--- src/rtl/pc_redirect_ctrl.sv ---
// Front-end PC controller: owns PCF, arbitrates EX/ID redirects, load-use stalls
// and I-memory wait states, and buffers a redirect that arrives during a fetch wait.
module pc_redirect_ctrl #(
  parameter logic [31:0] RESET_PC = 32'h0000_0000
) (
  input  logic        CPU_CLK,
  input  logic        CPU_RST_N,
  input  logic        BranchE,
  input  logic [31:0] BranchTarget,
  input  logic        JalrE,
  input  logic [31:0] JalrTarget,
  input  logic        JalD,
  input  logic [31:0] JalTarget,
  input  logic        LoadUseHazard,
  input  logic        IMemReady,
  output logic [31:0] PCF,
  output logic        StallF,
  output logic        StallD,
  output logic        FlushD,
  output logic        FlushE,
  output logic        RedirPending
);

  typedef enum logic [1:0] {RUN, MISS, MISS_REDIR} state_e;
  typedef enum logic [1:0] {SRC_NONE, SRC_E, SRC_D} src_e;

  state_e      state_q, state_d;
  src_e        pend_src_q, pend_src_d;
  logic [31:0] pcf_q, pcf_d;
  logic [31:0] pend_tgt_q, pend_tgt_d;
  logic        redir_pending_q, redir_pending_d;

  logic        e_redir;
  logic [31:0] e_tgt;
  logic        stall_f, stall_d_raw, flush_d, flush_e;

  // BranchE wins over the (illegal) simultaneous JalrE
  assign e_redir = BranchE | JalrE;
  assign e_tgt   = BranchE ? BranchTarget : JalrTarget;

  always_ff @(posedge CPU_CLK) begin
    if (!CPU_RST_N) begin
      state_q         <= RUN;
      pcf_q           <= RESET_PC;
      pend_tgt_q      <= '0;
      pend_src_q      <= SRC_NONE;
      redir_pending_q <= 1'b0;
    end else begin
      state_q         <= state_d;
      pcf_q           <= pcf_d;
      pend_tgt_q      <= pend_tgt_d;
      pend_src_q      <= pend_src_d;
      redir_pending_q <= redir_pending_d;
    end
  end

  always_comb begin
    state_d    = state_q;
    pcf_d      = pcf_q;
    pend_tgt_d = pend_tgt_q;
    pend_src_d = pend_src_q;
    unique case (state_q)
      RUN, MISS: begin
        if (IMemReady) begin
          state_d = RUN;
          if (e_redir)             pcf_d = e_tgt;
          else if (JalD)           pcf_d = JalTarget;
          else if (!LoadUseHazard) pcf_d = pcf_q + 32'd4;
        end else if (e_redir) begin
          pend_tgt_d = e_tgt;
          pend_src_d = SRC_E;
          state_d    = MISS_REDIR;
        end else if (JalD) begin
          pend_tgt_d = JalTarget;
          pend_src_d = SRC_D;
          state_d    = MISS_REDIR;
        end else begin
          state_d = MISS;
        end
      end
      MISS_REDIR: begin
        if (IMemReady) begin
          pcf_d      = e_redir ? e_tgt : pend_tgt_q;
          pend_tgt_d = '0;
          pend_src_d = SRC_NONE;
          state_d    = RUN;
        end else if (e_redir) begin
          pend_tgt_d = e_tgt;
          pend_src_d = SRC_E;
        end else if (JalD && pend_src_q == SRC_D) begin
          pend_tgt_d = JalTarget;
        end
      end
      default: state_d = RUN;
    endcase
    redir_pending_d = (state_d == MISS_REDIR);
  end

  always_comb begin
    stall_f     = 1'b0;
    stall_d_raw = 1'b0;
    flush_d     = 1'b0;
    flush_e     = 1'b0;
    if (!CPU_RST_N) begin
      flush_d = 1'b1;
      flush_e = 1'b1;
    end else begin
      unique case (state_q)
        RUN, MISS: begin
          if (IMemReady) begin
            if (e_redir) begin
              flush_d = 1'b1;
              flush_e = 1'b1;
            end else if (JalD) begin
              flush_d = 1'b1;
            end else if (LoadUseHazard) begin
              stall_f     = 1'b1;
              stall_d_raw = 1'b1;
              flush_e     = 1'b1;
            end
          end else begin
            stall_f     = 1'b1;
            stall_d_raw = 1'b1;
            flush_e     = 1'b1;
            flush_d     = e_redir;
          end
        end
        MISS_REDIR: begin
          flush_e = 1'b1;
          if (IMemReady) begin
            flush_d = 1'b1;
          end else begin
            stall_f     = 1'b1;
            stall_d_raw = 1'b1;
            flush_d     = e_redir;
          end
        end
        default: ;
      endcase
    end
  end

  assign PCF          = pcf_q;
  assign StallF       = stall_f;
  assign StallD       = stall_d_raw & ~flush_d;
  assign FlushD       = flush_d;
  assign FlushE       = flush_e;
  assign RedirPending = redir_pending_q;

endmodule

--- config.mk ---
export PLATFORM = sky130hd
export DESIGN_NAME = pc_redirect_ctrl
export DESIGN_NICKNAME = d
export VERILOG_FILES = /design/src/rtl/pc_redirect_ctrl.sv
export SDC_FILE = /design/constraint.sdc
export NUM_CORES = 1
export LEC_CHECK = 0
export ABC_AREA = 1
export ABC_CLOCK_PERIOD_IN_PS = 3840
export BUFFER_PORTS_ARGS = -buffer_cell sky130_fd_sc_hd__buf_2
export CAP_MARGIN = 15
export CORE_ASPECT_RATIO = 1.75
export CORE_MARGIN = 10
export CORE_UTILIZATION = 58
export DETAILED_ROUTE_END_ITERATION = 6
export GPL_TIMING_DRIVEN = 0
export PLACE_DENSITY_LB_ADDON = 0.08
export SETUP_SLACK_MARGIN = 0.2
export SYNTH_ARGS = -nofsm -noshare
export SYNTH_HDL_FRONTEND = slang
export SYNTH_SLANG_ARGS = --single-unit
--- constraint.sdc ---
create_clock -name CPU_CLK -period 3.84 [get_ports CPU_CLK]
set_clock_uncertainty 0.1 [all_clocks]
set_input_delay 0.192 -clock CPU_CLK [delete_from_list [all_inputs] [get_ports CPU_CLK]]
set_output_delay 0.192 -clock CPU_CLK [all_outputs]
set_load 0.05 [all_outputs]
---- Yosys cells after proc, flatten, opt, wreduce, memory -nomap -nowiden ----
Cells that the tools add are included.
operators by class
  add/subtract/negate cells ............... 1
  eq/ne operators ......................... 11
  multiplexer cells ....................... 43
  bitwise operators ....................... 3
  reductions and logical operators ........ 7
operator list
  kind                                            count
  two-way mux 32 bit                              13
  one-hot mux 32 bit (2 select lines)             2
  adder 32 x 3 -> 32 bit (second input constant)  1
  two-way mux 2 bit                               9
  two-way mux 1 bit                               14
  AND reduction 4 bit                             3
  inequality test 4 bit (second input constant)   2
  one-hot mux 2 bit (2 select lines)              2
  == test 2 bit (second input constant)           3
  inequality test 2 bit (second input constant)   3
  inequality test 3 bit (second input constant)   2
  one-hot mux 1 bit (2 select lines)              3
  == test 2 x 1 -> 1 bit (second input constant)  1
  zero test 2 bit                                 1
  nonzero test 2 bit                              1
  OR reduction 2 bit                              1
  bitwise AND 1 bit                               1
  logical AND 1 bit                               1
  NOT 1 bit                                       1
  bitwise OR 1 bit                                1
storage, ports and cells
  register bits after elaboration ......... 69

---- Longest topological paths before layout ----
Gate-level depths: netlist of run 1.
  word-level depth ........................ 7
  depth in mapped cells ................... 11
  mapped depth without buffers ............ 10

---- Worst setup path after synthesis of run 1 ----
OpenSTA, ideal clock, no wires.
  path kind ............................... reg2out
  start point ............................. register state_q[1]
  end point ............................... output StallD
  arrival time ............................ 2.350 ns
  data required time ...................... 3.548 ns
  slack ................................... 1.198 ns
  cell stages (with the launch flop) ...... 6
  path through ............................ dfxtp_1 > inv_1 > nand3_1 > nand2_2 > o21ai_0 > nor2_1
on the way
  word-level cells in the longest chain between the ends .. 6
  elaborated cells on any way between the ends .. 10
ends and longest elaborated chain
  what                                                       line  RTL
  from (decl)                                                27    state_e state_q, state_d;
  from (signal assigned)                                     49    state_q <= state_d;
  == test 2 x 1 -> 1 bit or zero test 2 bit (tied branches)  108   unique case (state_q)
  OR reduction 2 bit                                         108
  one-hot mux 1 bit (2 select lines) *                       108
  two-way mux 1 bit *                                        104   if (!CPU_RST_N) begin
  net FlushD                                                 19    output logic FlushD,
  NOT 1 bit *                                                145   assign StallD = stall_d_raw & ~flush_d;
  bitwise AND 1 bit *                                        145
  to (decl)                                                  18    output logic StallD,
The timed path passes the listed nets; every way through them passes the cells marked *.

---- Worst setup path in the final report of run 1 ----
  start point ............................. register pcf_q[2] (netlist: PCF[2])
  end point ............................... register pcf_q[18] (netlist: PCF[18])
on the way
  word-level cells in the longest chain between the ends .. 6
ends and longest elaborated chain
  what                                 line  RTL
  from (decl)                          29    logic [31:0] pcf_q, pcf_d;
  from (signal assigned)               50    pcf_q <= pcf_d;
  adder 32 x 3 -> 32 bit               68    else if (!LoadUseHazard) pcf_d = pcf_q + 32'd4;
  two-way mux 32 bit                   68
  two-way mux 32 bit                   67    else if (JalD) pcf_d = JalTarget;
  two-way mux 32 bit                   66    if (e_redir) pcf_d = e_tgt;
  two-way mux 32 bit                   64    if (IMemReady) begin
  one-hot mux 32 bit (2 select lines)  62    unique case (state_q)
Every way passes these cells. The select of a mux whose other input is x is not followed.
A chain may end at the register's enable or synchronous reset.

==> key figures, run 1 <==
Status
  • Outcome: finished clean

Worst setup path
  • CP Capture Type: register
  • Slowest cell delay on critical path: 0.40 ns
  • Worst path required time: 3.96 ns
  • Buffers & Inverters on Critical Path: 1
  • WS Path Type: register to register
  • Max FO, Critical Path: 5
  • Arrival time worst endpoint: 2.11 ns
  • Worst path cell trace: ha_1 -> nand3_1 -> inv_1 -> nand2_1 -> o21ai_0 -> nand3_1 -> nand2_1 -> a21oi_1
  • Delay-heaviest family, CP: simple AND/OR/NAND/NOR gates
  • CP max stage cell: dfxtp_1
  • CP startpoint kind: register

CTS
  • Post-CTS Hold Fix Bufs: 0
  • Worst-Skew Late Latency: 0.34 ns
  • CTS tree: done
  • Postcts setup bufs: 0
  • Clock Tree Root: clkbuf_16
  • Cts repair resizes: 0
  • TritonCTS Buffers: 9
  • Bufs on Longest Clock Path: 2
  • H-tree levels: 3
  • CTS sink cnt: 69
  • Clk slew on worst S/H paths: 0.05 ns

Routing
  • Antenna Violating Nets Remaining: 0
  • Vias: 6183
  • Count of TritonRoute iterations in the first routing pass: 5
  • WL/cell: 16.54 µm
  • DR vias/cell: 5.535
  • Number of DRC markers in iteration 0: 527
  • WL final: 18.48 mm
  • DRC violations left: 0

Die
  • Rows: 44
  • I/O pin count: 140
  • Chip width: 90.23 µm
  • Starting Density: 59.82%
  • Core Region: 8368 µm²
  • Die Height: 142.9 µm
  • Die Footprint: 12890 µm²

Layout
  • Non-Filler Instances: 1117
  • Antenna Cells: 0
  • Share of cells above drive strength 1: 20.86%
  • Layout net count: 1104
  • Area Growth Syn to Fin: 21.84%
  • Commonest cells after routing, fill and taps aside: nand2_1, buf_2, nor2_1
  • Most common cell after layout, fill and taps aside: nand2_1

STA
  • Slew Limit Fails: 0
  • Achievable frequency: 0.5044 GHz
  • Min cycle time layout: 1.983 ns
  • Slack of the critical path: 1.857 ns
  • # setup viols final: 0
  • Endpoints failing hold: 0
  • Slew headroom: 55.18%
  • WHS: 0.1220 ns
  • RSZ-0062 raised after global routing: no
  • Setup total negative slack: 0 ns
  • Period utilization: 51.63%
  • Slew @ Worst Pin: 0.6723 ns

Global route
  • GR Util All Layers: 27.95%
  • Largest net degree at the start of global routing: 11
  • Initial antenna violation count: 0
  • Total gr overflow: 0
  • Vias in the first global route: 6072
  • Global-route wire length before repair: 29.37 mm

Power
  • Clk network pwr share: 35.9%
  • Sw frac: 34.42%
  • Reg power frac: 37.7%
  • Gate power share: 26.4%
  • Peak VDD IR: 265.6 µV
  • Int Pwr: 0.001453 W
  • LEAKAGE: 2.739 nW
  • Switching pwr: 0.0007625 W
  • Power Density: 363.1 nW/µm²

Synth
  • Post-Syn Instances: 853
  • Yosys reg bits: 69
  • Distinct cells, synth: 37
  • Average size of a mapped cell: 5.869 µm²
  • Mapped Area: 5006 µm²
  • Register area share after synthesis: 27.59%
  • Mapped Nets: 957
  • Yosys Warn Count: 0

Placement
  • Inst Count DP: 1104
  • Detailed placement HPWL: 14.65 mm
  • Post-Place Setup Slack: 1.889 ns
  • Routability cong.: 0.9476
  • PortBufs: 136

Worst hold path
  • Worst hold path class: primary input to register

Run
  • Maximum Capacitance Violations: 0
==> per-layer routing <==
| layer | vias to the layer above | wire (µm) | global-route usage [%] |
|---|---|---|---|
| met5 | - | 0 | 0 |
| met4 | 0 | 1134 | 19.28 |
| met3 | 75 | 1244 | 4.567 |
| met2 | 323 | 9319 | 51.31 |
| met1 | 2714 | 6780 | 28.31 |
| li1 | 3071 | - | - |
==> worst min-delay path, cell delays in order <==
cell	delay (ns)
buf_2	0.18
o21ai_0	0.10
a31oi_1	0.05
==> final timing paths <==
| check | start | end | slack (ns) | depth (start not counted) |
|---|---|---|---|---|
| max | PCF[2] | PCF[18] | 1.86 | 8 |
| max reg2reg | PCF[2] | PCF[18] | 1.86 | 8 |
| min | CPU_RST_N | PCF[1] | 0.12 | 3 |
| min reg2reg | pend_tgt_q[9] | pend_tgt_q[9] | 0.37 | 2 |
==> cells in the mapped netlist, drive strengths merged <==
cell type,instances,area share (%)
nand2,207,16
dfxtp,69,28
nor3,2,0.20
nor2,144,11
xor2,4,0.70
o221ai,1,0.17
a211oi,7,1.2
clkinv,1,0.075
inv,79,5.9
o21ai,106,11
a21oi,88,9.5
nand4,6,0.75
a31oi,2,0.25
ha,1,0.25
buf,29,4.0
nand3b,3,0.45
nand3,73,7.5
clkbuf,19,1.4
or2,4,0.50
xnor2,2,0.35
o211ai,5,0.75
o2111ai,1,0.17
==> power by group through the flow <==
| stage | clock [W] | combinational (W) | sequential (W) |
|---|---|---|---|
| floorplan | 0 | 0.000300 | 0.000934 |
| global placement | 0 | 0.000570 | 0.000846 |
| detailed placement | 0 | 0.000577 | 0.000847 |
| CTS | 0.000790 | 0.000580 | 0.000832 |
| global route | 0.000820 | 0.000640 | 0.000842 |
| finish | 0.000795 | 0.000586 | 0.000835 |
==> cells by family after synthesis <==
logic type	share of synthesized area, %
xor gates and xnor gates	1.050
adders and majority gates	0.2499
DFF	27.59
buffers and inverters	11.45
AOI/OAI and AO/OA	22.67
and+or+nand+nor	36.99
==> final cells by class <==
| class | instances | area (µm²) |
|---|---|---|
| Buffer | 48 | 272.8 |
| Sequential cell | 69 | 1381 |
| Tap cell | 115 | 143.9 |
| Inverter | 80 | 300.3 |
| Multi-Input combinational cell | 656 | 3052 |
| Clock buffer | 10 | 229.0 |
| Fill cell | 828 | 2268 |
| Clock inverter | 3 | 40.04 |
| Timing Repair Buffer | 136 | 680.7 |
==> through the flow <==
| stage | cell area (µm²) | utilization, % | total power [W] |
|---|---|---|---|
| floorplan | 5006 | - | 0.001234 |
| global placement | 5831 | 69.68 | 0.001416 |
| detailed placement | 5831 | 69.68 | 0.001423 |
| CTS | 6100 | 72.89 | 0.002202 |
| global route | 6100 | 72.89 | 0.002301 |
| finish | 6100 | 72.89 | 0.002215 |
==> state kept, by name, indices dropped and copies added (netlist names) <==
name	cells
state_q	2
PCF	32
RedirPending	1
pend_tgt_q	32
pend_src_q	2
Note: power is estimated with default switching activity, not from simulation.
==> run 2, diff against run 1 <==
ABC_CLOCK_PERIOD_IN_PS = 1710   (was 3840)
CORE_UTILIZATION = 48   (was 58)
clock period = 1.71 ns   (was 3.84 ns; I/O delays follow)
==> run 2 against run 1 <==
  * Flip-flop and latch count stayed put
  * Clock power is 120% higher
  * Total power up 140%
  * Critical endpoint is now PCF[4]
  * Cell count increased by 5.1%
  * Register-to-register slack worse by 1.8 ns
  * Wire length up 19%
  * Global-route usage decreased by 2.9 points
==> key figures, run 2 (synthesis gave the netlist of run 1 again) <==
Die
  • Die Footprint: 15080 µm²
  • I/O pin count: 140
  • Die Height: 155.1 µm
  • Chip width: 97.20 µm
  • Core Region: 10240 µm²
  • Rows: 49
  • Starting Density: 48.89%

Worst setup path
  • CP Capture Type: register
  • CP startpoint kind: register
  • Max FO, Critical Path: 6
  • Arrival time worst endpoint: 1.86 ns
  • CP max stage cell: dfxtp_4
  • WS Path Type: register to register
  • Slowest cell delay on critical path: 0.41 ns
  • Worst path required time: 1.88 ns
  • Worst path cell trace: nand2_4 -> buf_8 -> nor2_4 -> buf_6 -> buf_6 -> inv_4 -> o211ai_1 -> nor2_1 -> nor2_1

Routing
  • WL final: 22.06 mm
  • DR WL met2: 11.21 mm
  • Number of DRC markers in iteration 0: 522
  • WL/cell: 18.79 µm
  • Antenna Violating Nets Remaining: 0
  • Vias: 6607
  • Met3 wire length: 1.792 mm
  • DR vias/cell: 5.628
  • DRC violations left: 0
  • Count of TritonRoute iterations in the first routing pass: 5
  • Highest Signal Layer: met4
  • Metal-1 WL: 7.452 mm

CTS
  • Post-CTS Hold Fix Bufs: 0
  • H-tree levels: 3
  • Clk slew on worst S/H paths: 0.06 ns
  • CTS sink cnt: 69
  • Clock Tree Root: clkbuf_16
  • Bufs on Longest Clock Path: 2
  • TritonCTS Buffers: 9
  • CTS tree: done
  • Worst-Skew Late Latency: 0.35 ns

Placement
  • Detailed placement HPWL: 15.43 mm
  • Routability cong.: 0.9339
  • Post-Place Setup Slack: -0.1142 ns
  • PortBufs: 136

STA
  • Slew headroom: 49.51%
  • Slack of the critical path: 0.01535 ns
  • Period utilization: 99.10%
  • Achievable frequency: 0.5901 GHz
  • Slew Limit Fails: 0
  • RSZ-0062 raised after global routing: yes
  • # setup viols final: 0
  • Slew @ Worst Pin: 0.7574 ns
  • Min cycle time layout: 1.695 ns
  • Endpoints failing hold: 0

Worst hold path
  • Worst hold path class: primary input to register

Layout
  • Layout net count: 1146
  • Antenna Cells: 0
  • Most common cell after layout, fill and taps aside: nand2_1
  • Share of cells above drive strength 1: 39.45%
  • Reg area: 1466 µm²
  • Fillcell total: 877
  • Area Growth Syn to Fin: 47.86%
  • Area of the multi-input gates: 3677 µm²
  • Commonest cells after routing, fill and taps aside: nand2_1, buf_2, nor2_1

Global route
  • Initial antenna violation count: 0
  • Vias in the first global route: 6141
  • Total gr overflow: 0
  • Largest net degree at the start of global routing: 13
  • GR Util All Layers: 25.08%
  • Global-route wire length before repair: 30.92 mm

Power
  • Peak VDD IR: 605.2 µV
  • LEAKAGE: 3.203 nW
  • Power Density: 718.1 nW/µm²
  • Pwr Total: 0.005315 W

Status
  • Outcome: finished clean

Run
  • Maximum Capacitance Violations: 0
## run 2: worst paths after layout
| check | from | endpoint | slack [ns] | depth (start not counted) |
|---|---|---|---|---|
| setup / recovery | state_q[1] | PCF[4] | 0.02 | 9 |
| setup reg to reg | state_q[1] | PCF[4] | 0.02 | 9 |
| hold reg to reg | pend_tgt_q[12] | pend_tgt_q[12] | 0.36 | 2 |
| hold / removal | JalTarget[12] | PCF[12] | 0.005 | 5 |
## run 2: area by class of cell
type / count / share of cell area (%)
Buffer: 48 / 4.919
Clock buffer: 10 / 3.093
Clock inverter: 6 / 0.5409
Inverter: 80 / 4.395
Multi-Input combinational cell: 657 / 49.68
Sequential cell: 69 / 19.81
Tap cell: 127 / 2.147
Timing Repair Buffer: 177 / 15.42
## run 2: timing repair
action | in CTS | in global routing
pin swaps | 15 | 38
buffers inserted | 12 | 24
resized for setup | 51 | 193
setup endpoints to repair | 70 | 61
gates cloned | 0 | 6
## run 2: through the flow
stage                     hold slack, ns  cells  cell area [µm²]  util, %  setup TNS (ns)
after global placement            0.3508   1116             5961    58.22          -1.424
final                           0.005224   1174             7402    72.30               0
after detailed placement          0.3540   1116             5961    58.22          -1.393
after global routing             0.04683   1174             7402    72.30        -0.08936
after floorplan                   0.2228    853             5121        -        -0.01405
after CTS                      0.0005731   1144             6476    63.25               0
## run 2: metal layers
| layer | up-vias | global-route usage, % |
|---|---|---|
| li1 | 3171 | - |
| met1 | 2962 | 25.38 |
| met2 | 357 | 44.63 |
| met3 | 117 | 5.410 |
| met4 | 0 | 17.50 |
| met5 | - | 0 |
## run 2: power breakdown
group | internal, W | total [W] | switching (W)
Clock | 0.000977 | 0.00175 | 0.000774
Combinational | 0.000597 | 0.00166 | 0.00106
Sequential | 0.00175 | 0.00191 | 0.000160
## run 2: worst max-delay path, delay by kind of cell, from the launching register on
| kind | cells | cell delay (ns) |
|---|---|---|
| AO/OA/AOI/OAI | 1 | 0.22 |
| buffers and inverters | 4 | 0.47 |
| flip-flops | 1 | 0.41 |
| AND/OR/NAND/NOR | 4 | 0.40 |
==> run 3, diff against run 2 <==
--- a/config.mk
+++ b/config.mk
@@ -13,3 +13,3 @@
 export CORE_MARGIN = 10
-export CORE_UTILIZATION = 48
+export CORE_UTILIZATION = 45
 export DETAILED_ROUTE_END_ITERATION = 6
==> constraint.sdc (replaced) <==
create_clock -name CPU_CLK -period 1.71 [get_ports CPU_CLK]
set_clock_uncertainty 0.1 [all_clocks]
set_input_delay 0.171 -clock CPU_CLK [delete_from_list [all_inputs] [get_ports CPU_CLK]]
set_output_delay 0.171 -clock CPU_CLK [all_outputs]
set_load 0.05 [all_outputs]
==> run 3 against run 2 <==
  * Register-to-register slack gained 0.10 ns
  * Final area shrank 5.3%
  * Fmax grew 5.0%
  * Sequential power is essentially flat
==> key figures, run 3 (synthesis gave the netlist of run 1 again) <==
Status
  • Outcome: finished clean

Die
  • Starting Density: 46.25%
  • Chip width: 99.73 µm
  • I/O pin count: 140
  • Die Height: 159.5 µm
  • Rows: 50
  • Die Footprint: 15910 µm²
  • Core Region: 10820 µm²

Layout
  • Antenna Cells: 0
  • Area of the multi-input gates: 3493 µm²
  • Post-layout util: 64.74%
  • Share of cells above drive strength 1: 35.79%
  • Most common cell after layout, fill and taps aside: nand2_1
  • Commonest cells after routing, fill and taps aside: nand2_1, buf_2, nor2_1
  • Fillcell total: 1100
  • Layout net count: 1130
  • Area Growth Syn to Fin: 39.97%
  • Reg area: 1466 µm²
  • Non-Filler Instances: 1161

Routing
  • DRC violations left: 0
  • Number of DRC markers in iteration 0: 363
  • DR vias/cell: 5.428
  • WL/cell: 17.67 µm
  • Antenna Violating Nets Remaining: 0
  • WL final: 20.51 mm
  • Vias: 6302
  • Count of TritonRoute iterations in the first routing pass: 5

Global route
  • Largest net degree at the start of global routing: 12
  • Global-route wire length before repair: 31.20 mm
  • Total gr overflow: 0
  • GR Util All Layers: 24.07%
  • Initial antenna violation count: 0
  • Vias in the first global route: 6121

STA
  • Slew Limit Fails: 0
  • # setup viols final: 0
  • Endpoints failing hold: 0
  • Period utilization: 94.42%
  • Slew @ Worst Pin: 0.7490 ns
  • Achievable frequency: 0.6194 GHz
  • Setup total negative slack: 0 ns
  • Min cycle time layout: 1.615 ns
  • RSZ-0062 raised after global routing: yes
  • Slew headroom: 50.06%

CTS
  • Post-CTS Hold Fix Bufs: 0
  • H-tree levels: 3
  • Worst-Skew Late Latency: 0.34 ns
  • Bufs on Longest Clock Path: 2
  • CTS tree: done
  • CTS sink cnt: 69
  • Clk slew on worst S/H paths: 0.06 ns
  • Clock Tree Root: clkbuf_16
  • TritonCTS Buffers: 9

Worst setup path
  • Worst path required time: 1.44 ns
  • Max FO, Critical Path: 6
  • CP startpoint kind: register
  • Arrival time worst endpoint: 1.34 ns
  • Worst path cell trace: inv_2 -> nand4_1 -> nand2_2 -> nand3_2 -> nor2_4 -> buf_8
  • WS Path Type: register to output port
  • CP Capture Type: output port
  • Slowest cell delay on critical path: 0.37 ns
  • CP max stage cell: dfxtp_4

Run
  • Maximum Capacitance Violations: 0

Placement
  • PortBufs: 136
  • Detailed placement HPWL: 15.52 mm
  • Inst Count DP: 1119
  • Routability cong.: 0.9393

Power
  • LEAKAGE: 3.012 nW
  • Peak VDD IR: 615.5 µV
  • Power Density: 726.3 nW/µm²

Worst hold path
  • Worst hold path class: primary input to register
run 3: path summary, 6_finish.rpt:
path	start	endpoint	slack, ns	cells past startpoint
worst max register to register	state_q[1]	PCF[27]	0.12	9
worst max-delay path	state_q[1]	StallD	0.1	6
worst min-delay path	JalTarget[11]	PCF[11]	0.11	5
worst min register to register	pend_src_q[1]	pend_src_q[1]	0.36	2
run 3: cell type report:
type	count	area share (%)
multi-input cells	656	49.86
flip-flops and latches	69	20.93
repair buffers	162	13.80
plain buffers	48	5.071
inverters	80	4.321
clock buffers	10	3.268
well taps	130	2.321
clock inverters	6	0.4286
run 3: timing repair:
| item | in CTS | in global routing |
|---|---|---|
| cloned | 0 | 3 |
| endpoints found under the setup margin | 70 | 60 |
| pin swaps | 6 | 32 |
| buffers inserted | 11 | 12 |
| gates resized for setup | 49 | 123 |
run 3: routing by layer:
layer / share of wire (%) / track usage (%)
met4: 4.5 / 12.11
met2: 52 / 43.34
met3: 5.7 / 4.905
met5: 0 / 0
met1: 38 / 25.17
run 3: worst max-delay path: cells and delay by family (launching register included):
kind	cells	cell delay (ns)
DFF	1	0.37
and+or+nand+nor	4	0.41
buffers and inverters	2	0.22
run 3: report_power, final:
group          total [W]  internal [W]  switching (W)
clock            0.00169      0.000964       0.000725
combinational    0.00151      0.000524       0.000981
sequential       0.00189       0.00174       0.000150
total            0.00509       0.00323        0.00186
run 3: stage by stage:
stage	instance area (µm²)	power (W)	hold WS (ns)	setup WS, ns
after floorplan	5149	0.002794	0.3109	0.1900
after global placement	5992	0.003229	0.3482	-0.1834
after detailed placement	5992	0.003236	0.3517	-0.1633
after CTS	6487	0.004944	0.1068	0.09431
after global routing	7007	0.005304	0.1468	0.03695
final	7007	0.005089	0.1135	0.09544
